$ cat src/rtl/uart_rx_deser.sv
// uart_rx_deser
//   Receive-side serial front end of the UART. Synchronizes the raw RX pin,
//   detects start bits and deserializes 8N1 / 8E1 / 8O1 frames using a
//   16x oversampling tick supplied by the core's NCO.
//
// Ports
//   clk_i          block clock
//   rst_i          synchronous active-high reset
//   rx_enable_i    receiver enable; low forces IDLE and drops any frame in flight
//   tick_x16_i     one-cycle enable at 16x the baud rate
//   parity_en_i    a parity bit follows the data bits
//   parity_odd_i   1 = odd parity, 0 = even parity
//   rx_i           raw asynchronous RX line, idle high
//   rx_data_o      received character (LSB first on the line)
//   rx_valid_o     one-cycle strobe qualifying rx_data_o and the flags
//   frame_err_o    stop bit sampled low
//   parity_err_o   parity mismatch
//   break_o        break detected (all-zero frame with low stop bit)
//   idle_o         high while the FSM is in IDLE
module uart_rx_deser #(
   parameter int SyncStages = 2,
   parameter int MidSample  = 7
) (
   input  logic       clk_i,
   input  logic       rst_i,
   input  logic       rx_enable_i,
   input  logic       tick_x16_i,
   input  logic       parity_en_i,
   input  logic       parity_odd_i,
   input  logic       rx_i,
   output logic [7:0] rx_data_o,
   output logic       rx_valid_o,
   output logic       frame_err_o,
   output logic       parity_err_o,
   output logic       break_o,
   output logic       idle_o
);

   localparam logic [3:0] MID_TICK = 4'(MidSample);

   typedef enum logic [2:0] {
      IDLE, START, DATA, PARITY, STOP, WAIT_HIGH
   } state_t;

   state_t                state_reg, state_next;
   logic [SyncStages-1:0] sync_reg;
   logic                  rx_s;
   logic [3:0]            tick_cnt_reg, tick_cnt_next;
   logic [2:0]            bit_cnt_reg, bit_cnt_next;
   logic [7:0]            shift_reg, shift_next;
   logic                  par_en_reg, par_en_next;
   logic                  par_odd_reg, par_odd_next;
   logic                  par_bit_reg, par_bit_next;
   logic [7:0]            data_reg, data_next;
   logic                  valid_reg, valid_next;
   logic                  frame_reg, frame_next;
   logic                  parity_reg, parity_next;
   logic                  break_reg, break_next;

   // Input synchronizer; resets to the idle (high) line level so that
   // leaving reset never looks like a start bit.
   always_ff @(posedge clk_i) begin
      if (rst_i) begin
         sync_reg <= '1;
      end else begin
         sync_reg <= {sync_reg[SyncStages-2:0], rx_i};
      end
   end
   assign rx_s = sync_reg[SyncStages-1];

   // State register
   always_ff @(posedge clk_i) begin
      if (rst_i) begin
         state_reg <= IDLE;
      end else begin
         state_reg <= state_next;
      end
   end

   // Datapath registers
   always_ff @(posedge clk_i) begin
      if (rst_i) begin
         tick_cnt_reg <= '0;
         bit_cnt_reg  <= '0;
         shift_reg    <= '0;
         par_en_reg   <= 1'b0;
         par_odd_reg  <= 1'b0;
         par_bit_reg  <= 1'b0;
         data_reg     <= '0;
         valid_reg    <= 1'b0;
         frame_reg    <= 1'b0;
         parity_reg   <= 1'b0;
         break_reg    <= 1'b0;
      end else begin
         tick_cnt_reg <= tick_cnt_next;
         bit_cnt_reg  <= bit_cnt_next;
         shift_reg    <= shift_next;
         par_en_reg   <= par_en_next;
         par_odd_reg  <= par_odd_next;
         par_bit_reg  <= par_bit_next;
         data_reg     <= data_next;
         valid_reg    <= valid_next;
         frame_reg    <= frame_next;
         parity_reg   <= parity_next;
         break_reg    <= break_next;
      end
   end

   // Next-state and datapath logic
   always_comb begin
      state_next    = state_reg;
      tick_cnt_next = tick_cnt_reg;
      bit_cnt_next  = bit_cnt_reg;
      shift_next    = shift_reg;
      par_en_next   = par_en_reg;
      par_odd_next  = par_odd_reg;
      par_bit_next  = par_bit_reg;
      data_next     = data_reg;
      valid_next    = 1'b0;
      frame_next    = frame_reg;
      parity_next   = parity_reg;
      break_next    = break_reg;

      if (!rx_enable_i) begin
         // Disable overrides everything, including a stop-bit strobe.
         state_next    = IDLE;
         tick_cnt_next = '0;
         bit_cnt_next  = '0;
      end else if (tick_x16_i) begin
         tick_cnt_next = tick_cnt_reg + 4'd1;   // wraps 15 -> 0
         case (state_reg)
            IDLE: begin
               tick_cnt_next = '0;
               if (!rx_s) begin
                  state_next = START;
               end
            end
            START: begin
               if (tick_cnt_reg == MID_TICK) begin
                  // Line back high at mid-start means a glitch, not a frame.
                  tick_cnt_next = '0;
                  bit_cnt_next  = '0;
                  state_next    = rx_s ? IDLE : DATA;
               end
            end
            DATA: begin
               if (tick_cnt_reg == 4'd15) begin
                  shift_next[bit_cnt_reg] = rx_s;
                  bit_cnt_next            = bit_cnt_reg + 3'd1;
                  if (bit_cnt_reg == 3'd7) begin
                     // Parity configuration is frozen here for the frame.
                     par_en_next  = parity_en_i;
                     par_odd_next = parity_odd_i;
                     state_next   = parity_en_i ? PARITY : STOP;
                  end
               end
            end
            PARITY: begin
               if (tick_cnt_reg == 4'd15) begin
                  par_bit_next = rx_s;
                  state_next   = STOP;
               end
            end
            STOP: begin
               if (tick_cnt_reg == 4'd15) begin
                  valid_next  = 1'b1;
                  data_next   = shift_reg;
                  frame_next  = !rx_s;
                  parity_next = par_en_reg &&
                                ((^shift_reg ^ par_bit_reg) != par_odd_reg);
                  break_next  = !rx_s && (shift_reg == 8'h00) &&
                                (!par_en_reg || !par_bit_reg);
                  // A low stop bit parks the FSM until the line recovers so
                  // a long break yields a single character.
                  state_next  = rx_s ? IDLE : WAIT_HIGH;
               end
            end
            WAIT_HIGH: begin
               tick_cnt_next = '0;
               if (rx_s) begin
                  state_next = IDLE;
               end
            end
            default: begin
               state_next = IDLE;
            end
         endcase
      end
   end

   assign rx_data_o    = data_reg;
   assign rx_valid_o   = valid_reg;
   assign frame_err_o  = frame_reg;
   assign parity_err_o = parity_reg;
   assign break_o      = break_reg;
   assign idle_o       = (state_reg == IDLE);

endmodule

$ cat config.mk
export PLATFORM = sky130hd
export DESIGN_NAME = uart_rx_deser
export DESIGN_NICKNAME = d
export VERILOG_FILES = /design/src/rtl/uart_rx_deser.sv
export SDC_FILE = /design/constraint.sdc
export NUM_CORES = 1
export LEC_CHECK = 0
export BUFFER_PORTS_ARGS = -buffer_cell sky130_fd_sc_hd__buf_2
export CAP_MARGIN = 20
export CORE_ASPECT_RATIO = 1.25
export CORE_UTILIZATION = 52
export CTS_CLUSTER_DIAMETER = 40
export DETAILED_ROUTE_END_ITERATION = 16
export PLACE_DENSITY_LB_ADDON = 0.3
export SYNTH_ARGS = -nofsm -noshare
export SYNTH_HDL_FRONTEND = slang
export SYNTH_SLANG_ARGS = --single-unit
$ cat constraint.sdc
create_clock -name clk_i -period 1.6 [get_ports clk_i]
set_clock_uncertainty 0.05 [all_clocks]
set_input_delay 0.24 -clock clk_i [delete_from_list [all_inputs] [get_ports clk_i]]
set_output_delay 0.24 -clock clk_i [all_outputs]
set_load 0.1 [all_outputs]
---- Word-level counts from Yosys, hierarchy flattened ----
Index checks and enable logic that the tools add are counted.
storage, ports and cells
  register bits after elaboration ......... 35
  bits of input ports ..................... 7
  word-level logic and storage cells ...... 78
cells by class
  add/subtract/negate cells ............... 2
  $lt $le $gt $ge ......................... 2
  equality and inequality tests ........... 16
  muxes and demuxes ....................... 20
  bitwise operators ....................... 4
  reduce and logical (&&, ||, !) cells .... 21
operator list
  operator                                                    count
  two-way mux 3 bit                                           11
  case mux 3 bit (6 select lines)                             1
  AND reduction 4 bit                                         4
  != test 2 bit, second input constant                        7
  equality test 3 bit, second input constant                  3
  bitwise mux 8 bit                                           1
  logical NOT 8 bit                                           1
  case mux 4 bit (2 select lines)                             1
  AND reduction 8 bit                                         1
  XOR reduction 8 bit                                         1
  equality test 3 x 2 -> 1 bit, second input constant         2
  case mux 3 bit (2 select lines)                             1
  AND reduction 5 bit                                         1
  adder 4 x 1 -> 4 bit, second input constant                 1
  equality test 4 x 3 -> 1 bit, second input constant         1
  equality test 4 bit, second input constant                  1
  logical AND 1 bit                                           4
  less-than comparator 3 x 4 -> 1 bit, second input constant  1
  two-way mux 4 bit                                           1
  OR reduction 2 bit                                          2
  OR reduction 4 bit                                          1
  adder 3 x 1 -> 3 bit, second input constant                 1
  demux 1 bit (select 3 bit)                                  1
  equality test 3 x 1 -> 1 bit, second input constant         1
  10 further kinds                                            15

---- Longest topological paths before layout ----
Gate-level depths: netlist of run 1.
  depth in word-level cells ............... 5
  depth in mapped cells ................... 6

---- Least setup slack after synthesis of run 1 ----
OpenSTA, ideal clock, no wires.
  path type ............................... reg2out
  from .................................... reg state_reg[0]
  to ...................................... out idle_o
  arrival time ............................ 2574 ps
  data required time ...................... 1310 ps
  path slack .............................. -1264 ps
  stages on the path, launching flop included .. 3
  path buffers ............................ 1
  cell sequence ........................... dfxtp_1 > buf_2 > nor3_1
on the way
  word-level cells in the longest chain between the ends .. 1
RTL lines
  item                    RTL line  text
  start, declared         45        state_t state_reg, state_next;
  start signal, assigned  76        state_reg <= state_next;
  logical NOT 3 bit       196       assign idle_o = (state_reg == IDLE);
  end, declared           36        output logic idle_o
Every way passes these cells.

---- Final worst setup path of run 1 ----
  from .................................... reg state_reg[1]
  to ...................................... reg par_en_reg
on the way
  word-level cells in the longest chain between the ends .. 2
RTL lines
  item                                  RTL line  text
  equality test 3 x 2 -> 1 bit          131       case (state_reg)
  AND reduction 5 bit (no source line)  --
  end signal, assigned                  98        par_en_reg <= par_en_next;
  end, declared                         51        logic par_en_reg, par_en_next;
Every way passes these cells.
A chain may end at the register's enable or synchronous reset.

==> impl_results.md, run 1 <==
* Initial Util at 54.0%
* FF+latch count, synth at 35
* Worst Slack Setup Final at -70.6 ps
* Die area at 3860 um^2
* Number of global-route vias before repair at 1,627
* Fill cell count at 274
* CTS Sinks at 35
* Routed len/inst at 14.4 um
* Violated checks: setup timing
* Total CTS buffers at 5
* Non-filler instance count after layout at 289
* Final Critical Period at 1670 ps
* Layout Nets at 263
* Setup TNS at -824 ps
* Fraction of registers with async set/reset at 0%
* DRC at 0
* CP endpoint kind: register
* Worst Setup Start Kind: register
* Worst reg2reg path depth at 4
* Yosys Warn Count at 0
* Syn Nets at 216
* Root buf cell: clkbuf_8
* Area grow syn2layout at 29.9%
* CP Data Required Time at 1730 ps
* Total GRT Usage at 23.5%
* RSZ-0062 raised after global routing: true
* Final antenna-violating net count at 0
* Antenna violations before repair at 0
* Leak Pwr at 0.00103 uW
* Peak supply drop at 0.665 mV
* Layout cell share with drive strength beyond 1 at 35.2%
* Buffers on Ports at 19
* TritonCTS clock tree: done
* Total grt overflow at 0
* Routing usage on met2 at 41.9%
* M3 GR Usage at 5.04%
* Total power at 1580 uW
* Die width at 55.8 um
* Final instance area at 2440 um^2
* Routability Congestion at 0.805
* Post-Syn Area per Cell at 9.32 um^2
* First-pass GRT wire length at 7.21 mm
* Hold depth at 2
* Synth Flop Type: dfxtp_1
* Vias per cell at 5.53
* Synth Cell Area at 1880 um^2
* CP max FO at 6
* Busiest layer in global routing: met2
* # IOs at 20
* WS Path Type: register to register
* Site Rows at 24
* Max-slew violations at 0
* Synth Instances at 202
* Chip height at 69.3 um
* Final critical-path share of the clock period at 104%
* Core area at 3480 um^2
* DRT iter0 DRCs at 70
* Power Dens Cells at 646 nW/um^2
* Final number of setup-violating endpoints at 22
* Total Wirelength at 4.17 mm
* Met1 usage at 26.2%
* H-tree Lvls at 2
* DR pass1 iterations at 4
* Synth cell types at 43
* Pin count of the biggest net entering global routing at 28
* Seq/Total Area, Yosys at 37.2%
* Clock latency on the worst-skew pair at 290 ps
* DP Area at 2280 um^2
* Worst-Margin Slew at 494 ps
* Tightest Hold Check Type: input port to register
* Placed cell count at 279
* Place WS at -123 ps
* Antenna cells at 0
* HPWL after DPL at 2.99 mm
* # hold bufs at CTS at 0
* Clock buffer depth at 2
* Post-synth EDFFs at 0
* Endpoints failing hold at 0
* Fmax achieved at 599 MHz
* Via count at 1,597
* Arr. time, crit path at 1800 ps
* Status: finished with violations
* Clock transition at path regs at 70 ps
* Slew margin rel. at 67.3%
* Max-cap violations at 0
[path summary, 6_finish.rpt]
path,slack (ps),start,endpoint
hold reg to reg,380,sync_reg[0]$_SDFF_PP1_,sync_reg[1]$_SDFF_PP1_
hold / removal,80,rx_i,sync_reg[0]$_SDFF_PP1_
setup reg to reg,-70,state_reg[1]$_SDFFE_PP0P_,par_en_reg$_SDFFE_PP0P_
setup / recovery,-70,state_reg[1]$_SDFFE_PP0P_,par_en_reg$_SDFFE_PP0P_
[per-stage QoR]
| step | util (%) | hold slack (ps) |
|---|---|---|
| after floorplan | - | 294 |
| after global placement | 65.6 | 341 |
| after detailed placement | 65.6 | 353 |
| after CTS | 69.4 | 71.6 |
| after global routing | 70.2 | 83.1 |
| final | 70.2 | 75.8 |
[metal layers]
metal,routed length (um),up-vias
met4,96,0
met2,2190,23
li1,-,796
met5,0,-
met1,1770,767
met3,109,11
[timing repair]
item,4_1_cts,5_1_grt
gates resized for setup,13,6
cloned,0,0
buffers inserted,2,0
setup endpoints to repair,27,30
pin swaps,11,9
[area by class of cell]
cell class	instances	area [um^2]	area share, %
multi-input cells	142	1150	47.2
flip-flops and latches	35	724	29.6
repair buffers	50	378	15.5
clock buffers	6	72.6	2.97
inverters	15	56.3	2.30
well taps	39	48.8	2.00
clock inverters	2	11.3	0.461
[logic make-up after synthesis]
kind of cell,Yosys count,share of synthesized area [%]
simple gates,80,26.7
flops,35,37.2
compound gates,27,11.2
buf+inv,25,5.72
mux,21,11.2
xor+xnor,7,3.26
fa+ha+maj,7,4.65
[critical path, cell delays in order (launching register included)]
cell and delay [ps]:
dfxtp_4 380, or3b_4 420, or4_4 460, mux2i_2 190
nor2_1 60
[power by group]
part / switching, uW / internal (uW)
combinational: 49.5 / 34.3
sequential: 2.51 / 865
clock: 322 / 305
total: 374 / 1200
[cell usage after synthesis, types with 2 or more instances]
| master | instances | area share (%) |
|---|---|---|
| o211ai_1 | 2 | 0.80 |
| nand2b_1 | 12 | 4.0 |
| clkbuf_1 | 4 | 0.80 |
| inv_1 | 15 | 3.0 |
| a21oi_1 | 10 | 2.7 |
| mux2i_1 | 21 | 11 |
| a31o_1 | 2 | 0.93 |
| buf_2 | 5 | 1.3 |
| nand4_1 | 3 | 1.0 |
| dfxtp_1 | 35 | 37 |
| nand2_1 | 14 | 2.8 |
| nor4_4 | 2 | 2.3 |
| nor3_1 | 2 | 0.53 |
| xnor2_1 | 7 | 3.3 |
| nand3_1 | 4 | 1.1 |
| nor2b_1 | 4 | 1.3 |
| ha_1 | 7 | 4.7 |
| nor2_1 | 19 | 3.8 |
| o32ai_1 | 2 | 0.93 |
| or3b_1 | 2 | 0.93 |
| or2_2 | 2 | 0.66 |
| or3b_4 | 3 | 1.8 |
| nand3b_1 | 5 | 2.0 |
[layout by cell type (no fill, tap or decap), types with 2 or more instances in the layout]
cell,netlist,routed
nand3_1,4,4
a31o_1,2,2
nor2_1,19,19
nor2b_1,4,4
dfxtp_2,0,4
buf_12,0,2
nand2b_1,12,12
inv_1,15,15
nor3_4,1,2
nand2_1,14,14
buf_6,1,6
a21oi_2,0,2
dfxtp_1,35,26
ha_4,0,3
nand4_1,3,3
nand3b_1,5,5
buf_2,5,18
mux2i_1,21,20
nor4_4,2,2
ha_1,7,4
o211ai_1,2,2
o32ai_1,2,2
or2_2,2,2
a21oi_1,10,8
clkbuf_8,0,5
dfxtp_4,0,5
xnor2_1,7,7
buf_4,0,24
or3b_4,3,4
(Power assumes the default switching activity.)
==> inputs of run 2 (changes only) <==
Settings changed: MAX_ROUTING_LAYER from default to met4.
==> impl_results.md, run 2 (synthesis results as in run 1) <==
* Status: finished with violations (unchanged)
* Violated checks: setup timing (unchanged)
* Core area at 3480 um^2 (unchanged)
* Die width at 55.8 um (unchanged)
* Critical path's largest stage delay at 460 ps (about the same)
* Layout Nets at 263 (unchanged)
* Routed len/inst at 14.4 um (about the same)
* DRT iter0 DRCs at 66 (was 70)
* # IOs at 20 (unchanged)
* Total Wirelength at 4.15 mm (was 4.17 mm)
* RSZ-0062 raised after global routing: true (unchanged)
* CP endpoint kind: register (unchanged)
* Chip height at 69.3 um (unchanged)
* Hold_ws at 73.5 ps (was 75.8 ps)
* HPWL after DPL at 2.99 mm (unchanged)
* Number of global-route vias before repair at 1,624 (was 1,627)
* Layout cell share with drive strength beyond 1 at 35.2% (unchanged)
* CP cell instances: or3b_4 > or4_4 > mux2i_2 > nor2_1 (unchanged)
* Area grow syn2layout at 29.9% (unchanged)
* FF-to-FF Start: state_reg[1]$_SDFFE_PP0P_ (unchanged)
* Site Rows at 24 (unchanged)
* Via count at 1,589 (was 1,597)
* Place WS at -123 ps (unchanged)
* CTS Sinks at 35 (unchanged)
* Hold depth at 2 (unchanged)
* Leak Pwr at 0.00103 uW (unchanged)
* Clock transition at path regs at 70 ps (about the same)
* CP Data Required Time at 1730 ps (about the same)
* Antenna cells at 0 (unchanged)
* Die area at 3860 um^2 (unchanged)
* Clock buffer depth at 2 (unchanged)
* Root buf cell: clkbuf_8 (unchanged)
* Setup TNS at -864 ps (was -824 ps)
* Final core utilization at 70.2% (unchanged)
* H-tree Lvls at 2 (unchanged)
* Total grt overflow at 0 (unchanged)
* Antenna violations before repair at 0 (unchanged)
* Max-slew violations at 0 (unchanged)
* CP max FO at 6 (unchanged)
* Final number of setup-violating endpoints at 22 (unchanged)
* TritonCTS clock tree: done (unchanged)
* Vias per cell at 5.50 (was 5.53)
* Routability Congestion at 0.817 (was 0.805)
* Crit-path slowest cell: or4_4 (unchanged)
* Power Dens Cells at 647 nW/um^2 (was 646 nW/um^2)
* Max-cap violations at 0 (unchanged)
* Worst Setup Start Kind: register (unchanged)
* Total CTS buffers at 5 (unchanged)
* Peak supply drop at 0.674 mV (was 0.665 mV)
* Tightest Hold Check Type: input port to register (unchanged)
* DRC at 0 (unchanged)
* Final antenna-violating net count at 0 (unchanged)
* First-pass GRT wire length at 7.21 mm (unchanged)
* WS Path Type: register to register (unchanged)
* Commonest non-fill, non-tap cell in the layout: dfxtp_1 (unchanged)
* Buffers on Ports at 19 (unchanged)
* R2r endpoint: par_en_reg$_SDFFE_PP0P_ (unchanged)
* Final Critical Period at 1670 ps (about the same)
* Clock latency on the worst-skew pair at 290 ps (about the same)
* Endpoints failing hold at 0 (unchanged)
* Worst Slack Setup Final at -72.2 ps (was -70.6 ps)
* Worst reg2reg path depth at 4 (unchanged)
* Fmax achieved at 598 MHz (was 599 MHz)
* Initial Util at 54.0% (unchanged)
* # hold bufs at CTS at 0 (unchanged)
* DR pass1 iterations at 4 (unchanged)
* Final critical-path share of the clock period at 105% (was 104%)
* Pin count of the biggest net entering global routing at 28 (unchanged)
* Most frequent cells in the layout: dfxtp_1 (26), buf_4 (24), mux2i_1 (20) (unchanged)
* Slew margin rel. at 67.4% (was 67.3%)
* Flop-to-flop setup slack at -70 ps (about the same)
* Worst-Margin Slew at 493 ps (was 494 ps)
* Hold EP: sync_reg[0]$_SDFF_PP1_ (unchanged)
* Min-delay src: rx_i (unchanged)
* Arr. time, crit path at 1800 ps (about the same)
* Total GRT Usage at 24.1% (was 23.5%)
## run 2: cell counts in the layout (fill, tap and decap cells not counted)
No cell type changed its count.
## run 2: per-layer routing
layer / routed length [um] / vias up / global-route usage, %
li1: - / 797 / -
met3: 105 / 11 / 5.04
met2: 2180 / 21 / 41.9
met1: 1770 / 760 / 26.2
met4: 98 / 0 / 10.8
met5: 0 / - / -
## run 2: worst max-delay path by stage
stage	from	endpoint	slack, ps	depth (start not counted)
2_1_floorplan	bit_cnt_reg[1]$_SDFFE_PP0P_	state_reg[1]$_SDFFE_PP0P_	-40	6
3_3_place_gp	state_reg[1]$_SDFFE_PP0P_	par_odd_reg$_SDFFE_PP0P_	-80	4
3_5_place_dp	state_reg[1]$_SDFFE_PP0P_	shift_reg[6]$_SDFFE_PP0P_	-120	5
4_1_cts	state_reg[0]$_SDFFE_PP0P_	bit_cnt_reg[0]$_SDFFE_PP0P_	-80	4
5_1_grt	bit_cnt_reg[1]$_SDFFE_PP0P_	state_reg[1]$_SDFFE_PP0P_	-160	6
6_report	state_reg[1]$_SDFFE_PP0P_	par_en_reg$_SDFFE_PP0P_	-70	4
## run 2: power breakdown
group	internal, uW	switching, uW	total (uW)
sequential	865	2.53	868
combinational	34.3	49.4	83.6
clock	305	326	631
## run 2: layout make-up
type                    instances  area [um^2]
clock inverters                 2         11.3
flip-flops and latches         35          724
clock buffers                   6         72.6
well taps                      39         48.8
repair buffers                 50          378
multi-input cells             142         1150
inverters                      15         56.3
fillers                       274         1040
## run 2: repair_timing
action	in CTS	in global routing
setup endpoints to repair	27	30
pin swaps	11	9
setup buffers	2	0
resized for setup	13	6
## run 2: per-stage QoR
stage                     total power [uW]  instance area, um^2  instances
after floorplan                        944                 1950        202
after global placement                 972                 2280        279
after detailed placement               973                 2280        279
after CTS                             1590                 2420        289
after global routing                  1630                 2440        289
final                                 1580                 2440        289
## run 2: worst max-delay path, delay by kind of cell, from the launching register on
family	cells	cell delay, ps
and+or+nand+nor	3	940
DFF	1	380
muxes	1	190
==> inputs of run 3 (changes only) <==
Settings changed: ABC_AREA from default to 1.
==> impl_results.md, run 3 <==
* Max-cap violations at 0 (unchanged)
* Post-synth EDFFs at 0 (unchanged)
* Tightest Hold Check Type: input port to register (unchanged)
* Max-slew violations at 0 (unchanged)
* Yosys Warn Count at 0 (unchanged)
* Die area at 3860 um^2 (about the same)
* Fill cell count at 342 (was 274)
* FF+latch count, synth at 35 (unchanged)
* Yosys top cell by area: dfxtp_1 (unchanged)
* CP endpoint kind: output pin (was register)
* Fmax achieved at 657 MHz (was 598 MHz)
* Layout Nets at 309 (was 263)
* Antenna cells at 0 (unchanged)
* Post-Syn Area per Cell at 6.98 um^2 (was 9.32 um^2)
* Synth Instances at 269 (was 202)
* CTS Sinks at 35 (unchanged)
* CP max FO at 7 (was 6)
* Core area at 3480 um^2 (unchanged)
* Syn Nets at 283 (was 216)
* Most frequent cells in the layout: nand2_1 (59), inv_1 (34), dfxtp_1 (32) (was dfxtp_1 (26), buf_4 (24), mux2i_1 (20))
* Root buf cell: clkbuf_8 (unchanged)
* Commonest non-fill, non-tap cell in the layout: nand2_1 (was dfxtp_1)
* Site Rows at 24 (unchanged)
* Worst Slack Setup Final at 77.3 ps (was -72.2 ps)
* Die width at 55.8 um (about the same)
* WS Path Type: register to output pin (was register to register)
* Post_cts resized at 0 (was 13)
* First-pass GRT wire length at 6.80 mm (was 7.21 mm)
* Power Dens Cells at 774 nW/um^2 (was 647 nW/um^2)
* Seq/Total Area, Yosys at 37.3% (was 37.2%)
* Endpoints failing hold at 0 (unchanged)
* Min-delay src: rx_i (unchanged)
* Chip height at 69.2 um (was 69.3 um)
* Place WS at 29.0 ps (was -123 ps)
* Total Wirelength at 3.90 mm (was 4.15 mm)
* Setup bufs post-CTS at 0 (was 2)
* Top cells by count, synth: nand2_1 (60), dfxtp_1 (35), inv_1 (34), nor2_1 (34) (was dfxtp_1 (35), mux2i_1 (21), nor2_1 (19), inv_1 (15), nand2_1 (14))
* Number of global-route vias before repair at 1,632 (was 1,624)
* # hold bufs at CTS at 0 (unchanged)
* Routability Congestion at 0.987 (was 0.817)
* Setup crit start: state_reg[0]$_SDFFE_PP0P_ (was state_reg[1]$_SDFFE_PP0P_)
* Total power at 1670 uW (was 1580 uW)
* Slew margin rel. at 68.0% (was 67.4%)
* Total CTS buffers at 5 (unchanged)
* Setup TNS at 0 ps (was -864 ps)
* RSZ-0062 raised after global routing: false (was true)
* Area grow syn2layout at 14.7% (was 29.9%)
* Initial Util at 53.9% (was 54.0%)
* DRT iter0 DRCs at 85 (was 66)
* Fraction of registers with async set/reset at 0% (unchanged)
* Leak Pwr at 0.00101 uW (was 0.00103 uW)
* Final antenna-violating net count at 0 (unchanged)
* Worst-Margin Slew at 484 ps (was 493 ps)
* Pin count of the biggest net entering global routing at 17 (was 28)
* Worst Setup Start Kind: register (unchanged)
* Total grt overflow at 0 (unchanged)
* Largest cells by area after synthesis: dfxtp_1 (37%), nand2_1 (12%), a21oi_1 (6.9%), nand3_1 (6.9%), inv_1 (6.8%) (was dfxtp_1 (37%), mux2i_1 (11%), ha_1 (4.7%), nand2b_1 (4.0%), nor2_1 (3.8%))
* Via count at 1,706 (was 1,589)
* Synth Cell Area at 1880 um^2 (about the same)
* Arr. time, crit path at 1230 ps (was 1800 ps)
* Buffers on Ports at 19 (unchanged)
* Total GRT Usage at 23.1% (was 24.1%)
* Vias per cell at 5.11 (was 5.50)
* Antenna violations before repair at 0 (unchanged)
* CP Data Required Time at 1310 ps (was 1730 ps)
* DR pass1 iterations at 4 (unchanged)
* Status: completed (was finished with violations)
* Share of the synthesized area in the top cell type at 37.3% (was 37.2%)
* Routed len/inst at 11.7 um (was 14.4 um)
* FF-to-FF Start: tick_cnt_reg[0]$_SDFFE_PP0P_ (was state_reg[1]$_SDFFE_PP0P_)
* H-tree Lvls at 2 (unchanged)
* HPWL after DPL at 2.90 mm (was 2.99 mm)
* # IOs at 20 (unchanged)
* Most common cell in the netlist: nand2_1 (was dfxtp_1)
* Final number of setup-violating endpoints at 0 (was 22)
* Clock transition at path regs at 70 ps (about the same)
* Clock latency on the worst-skew pair at 290 ps (about the same)
* Synth cell types at 27 (was 43)
* TritonCTS clock tree: done (unchanged)
* Final Critical Period at 1520 ps (was 1670 ps)
* Clock buffer depth at 2 (unchanged)
* Peak supply drop at 0.669 mV (was 0.674 mV)
* Final critical-path share of the clock period at 95.2% (was 105%)
* DRC at 0 (unchanged)
* Synth Flop Type: dfxtp_1 (unchanged)
* Layout cell share with drive strength beyond 1 at 20.7% (was 35.2%)
## run 3: cell type report
class                      instances  area (um^2)  share of cell area (%)
tap                               39         48.8                    2.26
sequential                        35          704                    32.7
clock buffer                       6         82.6                    3.83
clock inverter                     1         5.00                   0.232
inverter                          39          151                    7.03
multi-input combinational        190         1010                    47.1
timing repair buffer              24          148                    6.85
## run 3: final timing paths
check | endpoint | slack (ps) | depth (start not counted)
worst max-delay path | idle_o | 80 | 4
worst min-delay path | sync_reg[0]$_SDFF_PP1_ | 80 | 2
worst max register to register | state_reg[0]$_SDFFE_PP0P_ | 130 | 9
worst min register to register | sync_reg[1]$_SDFF_PP1_ | 370 | 1
## run 3: layer usage
metal / vias to the layer above / global-route usage (%) / share of wire (%)
met2: 34 / 40.0 / 52
met5: - / - / 0
met4: 0 / 13.1 / 2.8
met3: 8 / 3.36 / 2.6
li1: 910 / - / -
met1: 754 / 24.8 / 43
## run 3: worst max-delay path, cell delays in order (launching register included)
cell	delay, ps
dfxtp_1	390
nor2_4	170
nand2_1	100
inv_1	110
buf_12	180
## run 3: cell families (layout without fill, tap and decap cells)
family	count (synthesis)	count (layout)	synth area share [%]
adders and majority gates	7	7	4.66
DFF	35	35	37.3
AOI/OAI and AO/OA	45	45	12.9
xor gates and xnor gates	1	1	0.466
buffers and inverters	45	70	11.1
and+or+nand+nor	136	137	33.5
## run 3: where the power goes
part	leakage [uW]	switching, uW	internal (uW)
Clock	0.0000470	311	338
Combinational	0.000684	89.1	45.9
Sequential	0.000284	8.70	876
## run 3: metrics by stage
| step | utilization, % | std cells | instance area, um^2 | hold slack (ps) |
|---|---|---|---|---|
| after floorplan | - | 269 | 1880 | 281 |
| after global placement | 57.9 | 326 | 2020 | 342 |
| after detailed placement | 57.9 | 326 | 2020 | 351 |
| after CTS | 60.4 | 333 | 2100 | 83.4 |
| after global routing | 61.9 | 334 | 2150 | 106 |
| final | 61.9 | 334 | 2150 | 84.8 |
